==> config.mk <==
export PLATFORM = sky130hd
export DESIGN_NAME = instr_rom_responder_flat
export DESIGN_NICKNAME = d
export VERILOG_FILES = /design/src/rtl/instr_rom_responder_if.sv /design/src/rtl/instr_rom_responder.sv /design/src/flat_wrapper.sv
export SDC_FILE = /design/constraint.sdc
export NUM_CORES = 2
export LEC_CHECK = 0
export CAP_MARGIN = 20
export CORE_MARGIN = 3
export CORE_UTILIZATION = 55
export DETAILED_ROUTE_END_ITERATION = 8
export PLACE_DENSITY = 0.75
export RECOVER_POWER = 50
export SKIP_LAST_GASP = 1
export SYNTH_ARGS = -nofsm -noshare
export SYNTH_HDL_FRONTEND = slang
export SYNTH_SLANG_ARGS = --single-unit
export TNS_END_PERCENT = 20
==> constraint.sdc <==
create_clock -name clk -period 2.4 [get_ports clk]
set_input_delay 0.24 -clock clk [delete_from_list [all_inputs] [get_ports clk]]
set_output_delay 0.24 -clock clk [all_outputs]
set_load 0.05 [all_outputs]
==> src/rtl/instr_rom_responder_if.sv <==
// Fetch-side bus between the control FSM and the instruction ROM responder.
// ROM_PARITY_EN adds the parity_err response and the prog_par_inv write-side fault-injection bit.
interface instr_rom_responder_if #(
  parameter int unsigned ADDR_W = 8,
  parameter int unsigned DATA_W = 8
) ();
  logic              rom_read_enable;
  logic [ADDR_W-1:0] pc;
  logic [DATA_W-1:0] rd_data;
  logic              rd_valid;
  logic              busy;
  logic              rd_overrun;
  logic              prog_we;
  logic [ADDR_W-1:0] prog_addr;
  logic [DATA_W-1:0] prog_data;
`ifdef ROM_PARITY_EN
  logic              parity_err;
  logic              prog_par_inv;

  modport master (
    output rom_read_enable, pc, prog_we, prog_addr, prog_data, prog_par_inv,
    input  rd_data, rd_valid, busy, rd_overrun, parity_err
  );
  modport slave (
    input  rom_read_enable, pc, prog_we, prog_addr, prog_data, prog_par_inv,
    output rd_data, rd_valid, busy, rd_overrun, parity_err
  );
`else
  modport master (
    output rom_read_enable, pc, prog_we, prog_addr, prog_data,
    input  rd_data, rd_valid, busy, rd_overrun
  );
  modport slave (
    input  rom_read_enable, pc, prog_we, prog_addr, prog_data,
    output rd_data, rd_valid, busy, rd_overrun
  );
`endif
endinterface

==> src/rtl/instr_rom_responder.sv <==
// Instruction memory responder: fixed-latency reads for the fetch path plus a program-load write port.
// Optional ROM_PARITY_EN stores an even-parity bit per word and flags mismatches on each response.
module instr_rom_responder #(
  parameter int unsigned ADDR_W  = 8,
  parameter int unsigned DATA_W  = 8,
  parameter int unsigned LATENCY = 2
) (
  input logic                 clk,
  input logic                 reset,
  instr_rom_responder_if.slave bus
);
  localparam int unsigned DEPTH = 2 ** ADDR_W;
  localparam int unsigned CNT_W = 3;
  localparam logic [CNT_W-1:0] CNT_LOAD = CNT_W'(LATENCY - 1);

  typedef enum logic [1:0] {IDLE, WAIT, RESP} state_t;

  state_t            state, state_nxt;
  logic [CNT_W-1:0]  cnt, cnt_nxt;
  logic [DATA_W-1:0] hold, hold_nxt;
  logic              overrun_set;
  logic [DATA_W-1:0] mem [DEPTH];
`ifdef ROM_PARITY_EN
  logic              mem_par [DEPTH];
  logic              hold_par, hold_par_nxt;
`endif

  // Program-load port; memory survives reset
  always_ff @(posedge clk) begin
    if (bus.prog_we) begin
      mem[bus.prog_addr] <= bus.prog_data;
`ifdef ROM_PARITY_EN
      mem_par[bus.prog_addr] <= (^bus.prog_data) ^ bus.prog_par_inv;
`endif
    end
  end

  // Next-state: RESP behaves as IDLE for a fresh request, so reads can chain
  always_comb begin
    state_nxt   = state;
    cnt_nxt     = cnt;
    hold_nxt    = hold;
    overrun_set = 1'b0;
`ifdef ROM_PARITY_EN
    hold_par_nxt = hold_par;
`endif
    case (state)
      IDLE, RESP: begin
        state_nxt = IDLE;
        if (bus.rom_read_enable) begin
          hold_nxt  = mem[bus.pc];
`ifdef ROM_PARITY_EN
          hold_par_nxt = mem_par[bus.pc];
`endif
          cnt_nxt   = CNT_LOAD;
          state_nxt = (LATENCY == 1) ? RESP : WAIT;
        end
      end
      WAIT: begin
        overrun_set = bus.rom_read_enable;
        cnt_nxt     = cnt - CNT_W'(1);
        if (cnt == CNT_W'(1)) state_nxt = RESP;
      end
      default: state_nxt = IDLE;
    endcase
  end

  // State and registered outputs, all derived from the next state
  always_ff @(posedge clk) begin
    if (reset) begin
      state          <= IDLE;
      cnt            <= '0;
      hold           <= '0;
      bus.rd_data    <= '0;
      bus.rd_valid   <= 1'b0;
      bus.busy       <= 1'b0;
      bus.rd_overrun <= 1'b0;
`ifdef ROM_PARITY_EN
      hold_par       <= 1'b0;
      bus.parity_err <= 1'b0;
`endif
    end else begin
      state        <= state_nxt;
      cnt          <= cnt_nxt;
      hold         <= hold_nxt;
      bus.rd_valid <= (state_nxt == RESP);
      bus.busy     <= (state_nxt == WAIT);
      if (state_nxt == RESP) bus.rd_data <= hold_nxt;
      if (overrun_set) bus.rd_overrun <= 1'b1;
`ifdef ROM_PARITY_EN
      hold_par       <= hold_par_nxt;
      bus.parity_err <= (state_nxt == RESP) && (hold_par_nxt != (^hold_nxt));
`endif
    end
  end

endmodule
==> src/flat_wrapper.sv <==
// flat-port wrapper written by rule: the top's interface ports become plain ports
module instr_rom_responder_flat 
#(
  parameter int unsigned ADDR_W  = 8,
  parameter int unsigned DATA_W  = 8,
  parameter int unsigned LATENCY = 2
)
  (clk, reset, bus_rom_read_enable, bus_pc, bus_prog_we, bus_prog_addr, bus_prog_data, bus_rd_data, bus_rd_valid, bus_busy, bus_rd_overrun);
  instr_rom_responder_if #(.ADDR_W(ADDR_W), .DATA_W(DATA_W)) bus_i ();
  input logic clk;
  input logic reset;
  input wire logic [$bits(bus_i.rom_read_enable)-1:0] bus_rom_read_enable;
  input wire logic [$bits(bus_i.pc)-1:0] bus_pc;
  input wire logic [$bits(bus_i.prog_we)-1:0] bus_prog_we;
  input wire logic [$bits(bus_i.prog_addr)-1:0] bus_prog_addr;
  input wire logic [$bits(bus_i.prog_data)-1:0] bus_prog_data;
  output wire logic [$bits(bus_i.rd_data)-1:0] bus_rd_data;
  output wire logic [$bits(bus_i.rd_valid)-1:0] bus_rd_valid;
  output wire logic [$bits(bus_i.busy)-1:0] bus_busy;
  output wire logic [$bits(bus_i.rd_overrun)-1:0] bus_rd_overrun;
  assign bus_i.rom_read_enable = bus_rom_read_enable;
  assign bus_i.pc = bus_pc;
  assign bus_i.prog_we = bus_prog_we;
  assign bus_i.prog_addr = bus_prog_addr;
  assign bus_i.prog_data = bus_prog_data;
  assign bus_rd_data = bus_i.rd_data;
  assign bus_rd_valid = bus_i.rd_valid;
  assign bus_busy = bus_i.busy;
  assign bus_rd_overrun = bus_i.rd_overrun;
  instr_rom_responder #(.ADDR_W(ADDR_W), .DATA_W(DATA_W), .LATENCY(LATENCY)) u_core (.clk(clk), .reset(reset), .bus(bus_i));
endmodule
## Yosys cells after proc, flatten, opt, wreduce, memory -nomap -nowiden

Memory sizes are Yosys's and may differ from the RTL's.
Index checks and enable logic that the tools add are counted.

| storage, ports and cells | value |
|---|---|
| bits of input ports | 28 |
| memories kept | 1 |
| logic and storage cells | 29 |
| bits in writable memories | 2048 |
| bits in registers | 24 |

Memory list:

| name | depth | bits a word | rd ports | clocked after memory_dff | wr ports | RTL line | source |
|---|---|---|---|---|---|---|---|
| u_core.mem | 256 | 8 | 1 | 0 | 1 | instr_rom_responder.sv:22 | `logic [DATA_W-1:0] mem [DEPTH];` |

| cells by class | value |
|---|---|
| multiplexer cells | 10 |
| $add $sub $neg | 1 |
| eq/ne operators | 6 |
| reduce and logical (&&, ||, !) cells | 4 |

Operators by type and width:

| cell | count |
|---|---|
| two-way mux 8 bit | 2 |
| one-hot mux 3 bit (2 select lines) | 1 |
| == test 2 x 1 -> 1 bit (second input constant) | 2 |
| == test 2 bit (second input constant) | 2 |
| two-way mux 1 bit | 4 |
| one-hot mux 2 bit (2 select lines) | 1 |
| == test 3 x 1 -> 1 bit (second input constant) | 1 |
| two-way mux 3 bit | 1 |
| subtractor 3 x 1 -> 3 bit (second input constant) | 1 |
| zero test 2 bit | 1 |
| two-way mux 2 bit | 1 |
| inequality test 2 bit (second input constant) | 1 |
| AND reduction 2 bit | 1 |
| nonzero test 2 bit | 1 |
| OR reduction 2 bit | 1 |

## Longest topological paths before layout

| logic depth | value |
|---|---|
| depth in word-level cells | 4 |
| depth in mapped cells | 13 |
| mapped depth without buffers | 7 |

## Least setup slack after synthesis

No wires, ideal clock.

| timing | value |
|---|---|
| path kind | input to register |
| from | input bus_pc[1] |
| to | register u_core.hold[2] |
| path buffers | 4 |
| path slack | 60 ps |
| setup time | 125 ps |
| stages | 10 |
| required time | 2275 ps |
| arrival | 2215 ps |
| cells stage by stage | buf_4 buf_2 buf_2 clkbuf_1 mux4_2 a221oi_1 o21ai_0 a31o_1 a32oi_1 o31ai_1 |

| on the way | value |
|---|---|
| word-level cells in the longest chain between the ends | 3 |

Ends and longest elaborated chain:

| element | RTL line | source |
|---|---|---|
| start: declaration | flat_wrapper.sv:13 | `input wire logic [$bits(bus_i.pc)-1:0] bus_pc;` |
| memory read (256 x 8 bit) | -- |  |
| two-way mux 8 bit | instr_rom_responder.sv:50 | `if (bus.rom_read_enable) begin` |
| two-way mux 8 bit | instr_rom_responder.sv:47 | `case (state)` |
| end signal: assignment | instr_rom_responder.sv:85 | `hold <= hold_nxt;` |
| end: declaration | instr_rom_responder.sv:20 | `logic [DATA_W-1:0] hold, hold_nxt;` |

No other way between the ends.
A chain may end at the register's enable or synchronous reset.

## Final worst setup path

| timing | value |
|---|---|
| from | memory u_core.mem[51][0] |
| to | register u_core.hold[0] |

| on the way | value |
|---|---|
| word-level cells in the longest chain between the ends | 3 |

Ends and longest elaborated chain:

| element | RTL line |
|---|---|
| start: declaration | instr_rom_responder.sv:22 |
| memory read (256 x 8 bit) | -- |
| two-way mux 8 bit | instr_rom_responder.sv:50 |
| two-way mux 8 bit | instr_rom_responder.sv:47 |

No other way between the ends.

==> impl_summary.log <==
INFO  metric outcome = finished with violations
INFO  metric violations = max-capacitance violations, max-slew violations, negative setup slack
INFO  metric synth.largest_area_cell = edfxtp_1
INFO  metric synth.ff_latch_count = between 2000 and 2500
INFO  metric fin_crit = approximately 2700 ps
INFO  metric post_place_worst_slack = -1170 ps
INFO  metric detailed_place_hpwl = ~150 mm
INFO  metric fillers = about 9000
INFO  metric clkSlewWorstSetupHoldPaths = 60 ps
INFO  metric syn_to_final_growth = 19.17%
INFO  metric tritoncts.num_buffers = approximately 200
INFO  metric insertion_delay_of_the_later_clocked_pin_in_the_worst_skew_pair = about 850 ps
INFO  metric timing.setup.tns = -8764 ps
INFO  metric worst-slew-pin-transition = between 2000 and 2500 ps
INFO  metric dr_total_vias = approximately 46000
INFO  metric detail_route.wirelength = 226.5 mm
INFO  metric rows = roughly 140
INFO  metric grt_antenna_before_repair = 6
INFO  metric vertical_extent_of_the_die = around 390 µm
INFO  metric tritoncts = yes
INFO  metric clk_path_buf_depth = 3
INFO  metric globalRouteMet3Util = 0.08165
INFO  metric crit_path_max_fanout = 1
INFO  metric synth_async_sr_flop_share = 0
INFO  metric nets = between 4000 and 5000
INFO  metric yosys-top-cells-count = edfxtp_1 (2048), mux4_2 (404), nor2_1 (304), mux2i_1 (264), nand2_1 (113)
INFO  metric cts_htree_levels = 4
INFO  metric start_util = 0.5570
INFO  metric use_met2 = 0.4652
INFO  metric synth_cells = 3960
INFO  metric clock_sink_count = ~2100
INFO  metric placed_standard_cell_area = 89640 µm²
INFO  metric postLayoutSetupSlackWorst = -265.3 ps
INFO  metric pin_count_of_the_biggest_net_entering_global_routing = between 90 and 100
INFO  metric post_synth_num_cell_types = 61
INFO  metric synth_top_cell_area_share = 0.7639
INFO  metric startpoint_type = flop
INFO  metric grt_pass1_vias = between 40000 and 50000
INFO  metric final.period_utilization = 1.111
INFO  metric fp.dieArea = 151000 µm²
INFO  metric ys.warnings.count = 0
INFO  metric hold_class = in -> reg
INFO  metric vdd_ir_drop_max = 0.7486 mV
INFO  metric grt.overflow.total = 0
INFO  metric max_cap_viol = 6
INFO  metric gp_congestion = about 0.96
INFO  metric pin_count = 39
INFO  metric critical_path_data_required_time = between 3000 and 4000 ps
INFO  metric synth.most_common_cell = edfxtp_1
INFO  metric grt.met1_usage = 0.4051
INFO  metric finalClockSkew = between 40 and 50 ps
INFO  metric post-route-cell-area = between 90000 and 100000 µm²
INFO  metric buffer_ports.inserted = 38
INFO  metric avg_cell_area_syn = about 20 µm²
INFO  metric number_of_synthesized_flops_with_an_enable_pin = between 2000 and 2500
INFO  metric hold_slack = between 80 and 90 ps
INFO  metric synth_flop_cell = edfxtp_1
INFO  metric wl_per_instance = ~33 µm
INFO  metric wire_length_of_the_first_global_routing_pass = about 320 mm
INFO  metric timing.critical_path.arrival = approximately 3400 ps
INFO  metric antenna_violating_nets_post_route = 0
INFO  metric setup_viol_count_final = around 140
INFO  metric final-max-slew-violation-count = between 400 and 500
INFO  metric route.detailed.vias_per_inst = around 6.6
INFO  metric final_hold_viol_count = 0
INFO  metric synth_top_cells_by_area = edfxtp_1 (76%), mux4_2 (11%), mux2i_1 (3.3%), nor2_1 (1.4%), o22ai_1 (0.68%)
INFO  metric endpoint_kind = flop
INFO  metric synth.yosys.seq_area_share = 0.7699
INFO  metric cts_root_buf = clkbuf_16
INFO  metric die_w = 388.6 µm
INFO  metric maxClockFrequency = approximately 380 MHz
INFO  metric first_iter_violations = about 7000
INFO  metric synthesis.nets = between 3000 and 4000
INFO  metric slew_headroom = -0.6314
INFO  metric firstDrtPassIters = 8
INFO  metric netlist_area = 80500 µm²
INFO  metric busiest_layer = met2
INFO  metric pwr_density_cell = around 790 nW/µm²
INFO  metric core_area = 144500 µm²
INFO  metric drc_errors = 0
INFO  metric grt.total_usage = 0.3004
INFO  metric rsz0062_at_grt = true
INFO  metric critPathKind = reg -> reg
INFO  metric post_route_cells_drive_above_1_share = 0.3148
INFO  metric total_leakage_power = about 32 nW
flip-flops by register name (all words and copies together) (netlist names):
signal / cells
u_core.bus.rd_valid: 1
u_core.mem: 2048
u_core.bus.busy: 1
u_core.state: 2
u_core.hold: 8
u_core.cnt: 3
u_core.bus.rd_data: 8
u_core.bus.rd_overrun: 1
cell families (layout without fill, tap and decap cells):
logic type | after synthesis | in the layout | share of synthesized area
AO/OA/AOI/OAI | 398 | 398 | 0.03452
XOR/XNOR | 1 | 1 | 0.0001088
adder cells (fa/ha/maj) | 2 | 2 | 0.0003108
buffers and inverters | 249 | 1273 | 0.01801
flip-flops | 2072 | 2072 | 0.7699
multiplexers | 676 | 676 | 0.1470
other | 0 | 4 | 0
AND/OR/NAND/NOR | 562 | 562 | 0.03018
report_power, final:
part           leakage [nW]  internal (mW)  total (mW)  switching (mW)
Sequential             18.6           39.9        39.9          0.0661
Combinational          10.3           1.74        4.47            2.73
Clock                  3.17           17.7        31.4            13.7
Total                  32.0           59.3        75.8            16.5
metrics by stage:
| stage | cells | power [mW] | util |
|---|---|---|---|
| final | 6891 | 75.84 | 0.6638 |
| after detailed placement | 6517 | 45.06 | 0.6202 |
| after CTS | 6887 | 76.03 | 0.6662 |
| after floorplan | 3960 | 42.59 | - |
| after global routing | 6887 | 77.57 | 0.6637 |
| after global placement | 6517 | 44.98 | 0.6202 |
per-layer routing:
layer / part of all wire / wire [µm]
met5: 0.00016 / 37
met3: 0.13 / 28640
met4: 0.051 / 11480
met1: 0.35 / 80160
met2: 0.47 / 106200
final timing paths:
kind,from,endpoint,slack (ps),cells after the start
worst max-delay path,u_core.mem[51][0]$_DFFE_PP_,u_core.hold[0]$_SDFF_PP0_,-270,8
worst min register to register,u_core.bus.rd_data[7]$_SDFFE_PP0P_,u_core.bus.rd_data[7]$_SDFFE_PP0P_,460,2
worst max register to register,u_core.mem[51][0]$_DFFE_PP_,u_core.hold[0]$_SDFF_PP0_,-270,8
worst min-delay path,bus_rom_read_enable,u_core.bus.rd_overrun$_SDFFE_PP0P_,80,3
cells in the final DEF, fill, tap and decap left out, types with 16 or more instances in the layout:
master	netlist	final
a2111oi_0	19	16
a211oi_1	28	28
a21oi_1	65	65
a22oi_1	47	47
buf_12	1	86
buf_4	32	740
bufinv_16	0	21
clkbuf_1	103	50
clkbuf_16	0	201
clkbuf_2	0	18
clkdlybuf4s50_1	0	23
clkinv_1	0	46
clkinv_2	0	35
dfxtp_1	24	24
edfxtp_1	2048	2048
mux2i_1	264	264
mux4_2	404	404
nand2_1	113	112
nand3_1	40	40
nor2_1	304	302
nor3_1	19	19
o21ai_0	35	35
o221ai_1	58	58
o22ai_1	88	88
what timing repair did:
| action | in CTS | in global routing |
|---|---|---|
| setup buffers | 0 | 0 |
| hold endpoints to repair | 108 | 0 |
| cloned | 0 | 0 |
| pin swaps | 3 | 0 |
| setup endpoints to repair | 5 | 6 |
| hold buffers | 4 | 0 |
| gates resized for setup | 8 | 0 |
layout make-up:
type / count / area [µm²] / share of cell area
sequential: 2072 / 61980 / 0.6461
multi-input combinational: 1639 / 17140 / 0.1787
timing repair buffer: 900 / 7829 / 0.08160
clock buffer: 238 / 5169 / 0.05388
tap: 1903 / 2381 / 0.02482
clock inverter: 128 / 1399 / 0.01458
inverter: 7 / 28.78 / 0.0003000
antenna: 4 / 10.01 / 0.0001043
critical path: stages, from the launching register on:
cell,delay [ps]
edfxtp_1,400
mux4_2,530
mux2_4,310
a2111oi_4,480
buf_4,200
a2111oi_2,50
and4b_1,250
a32oi_1,220
o31ai_1,100
Power figures use the tool's default switching activity.
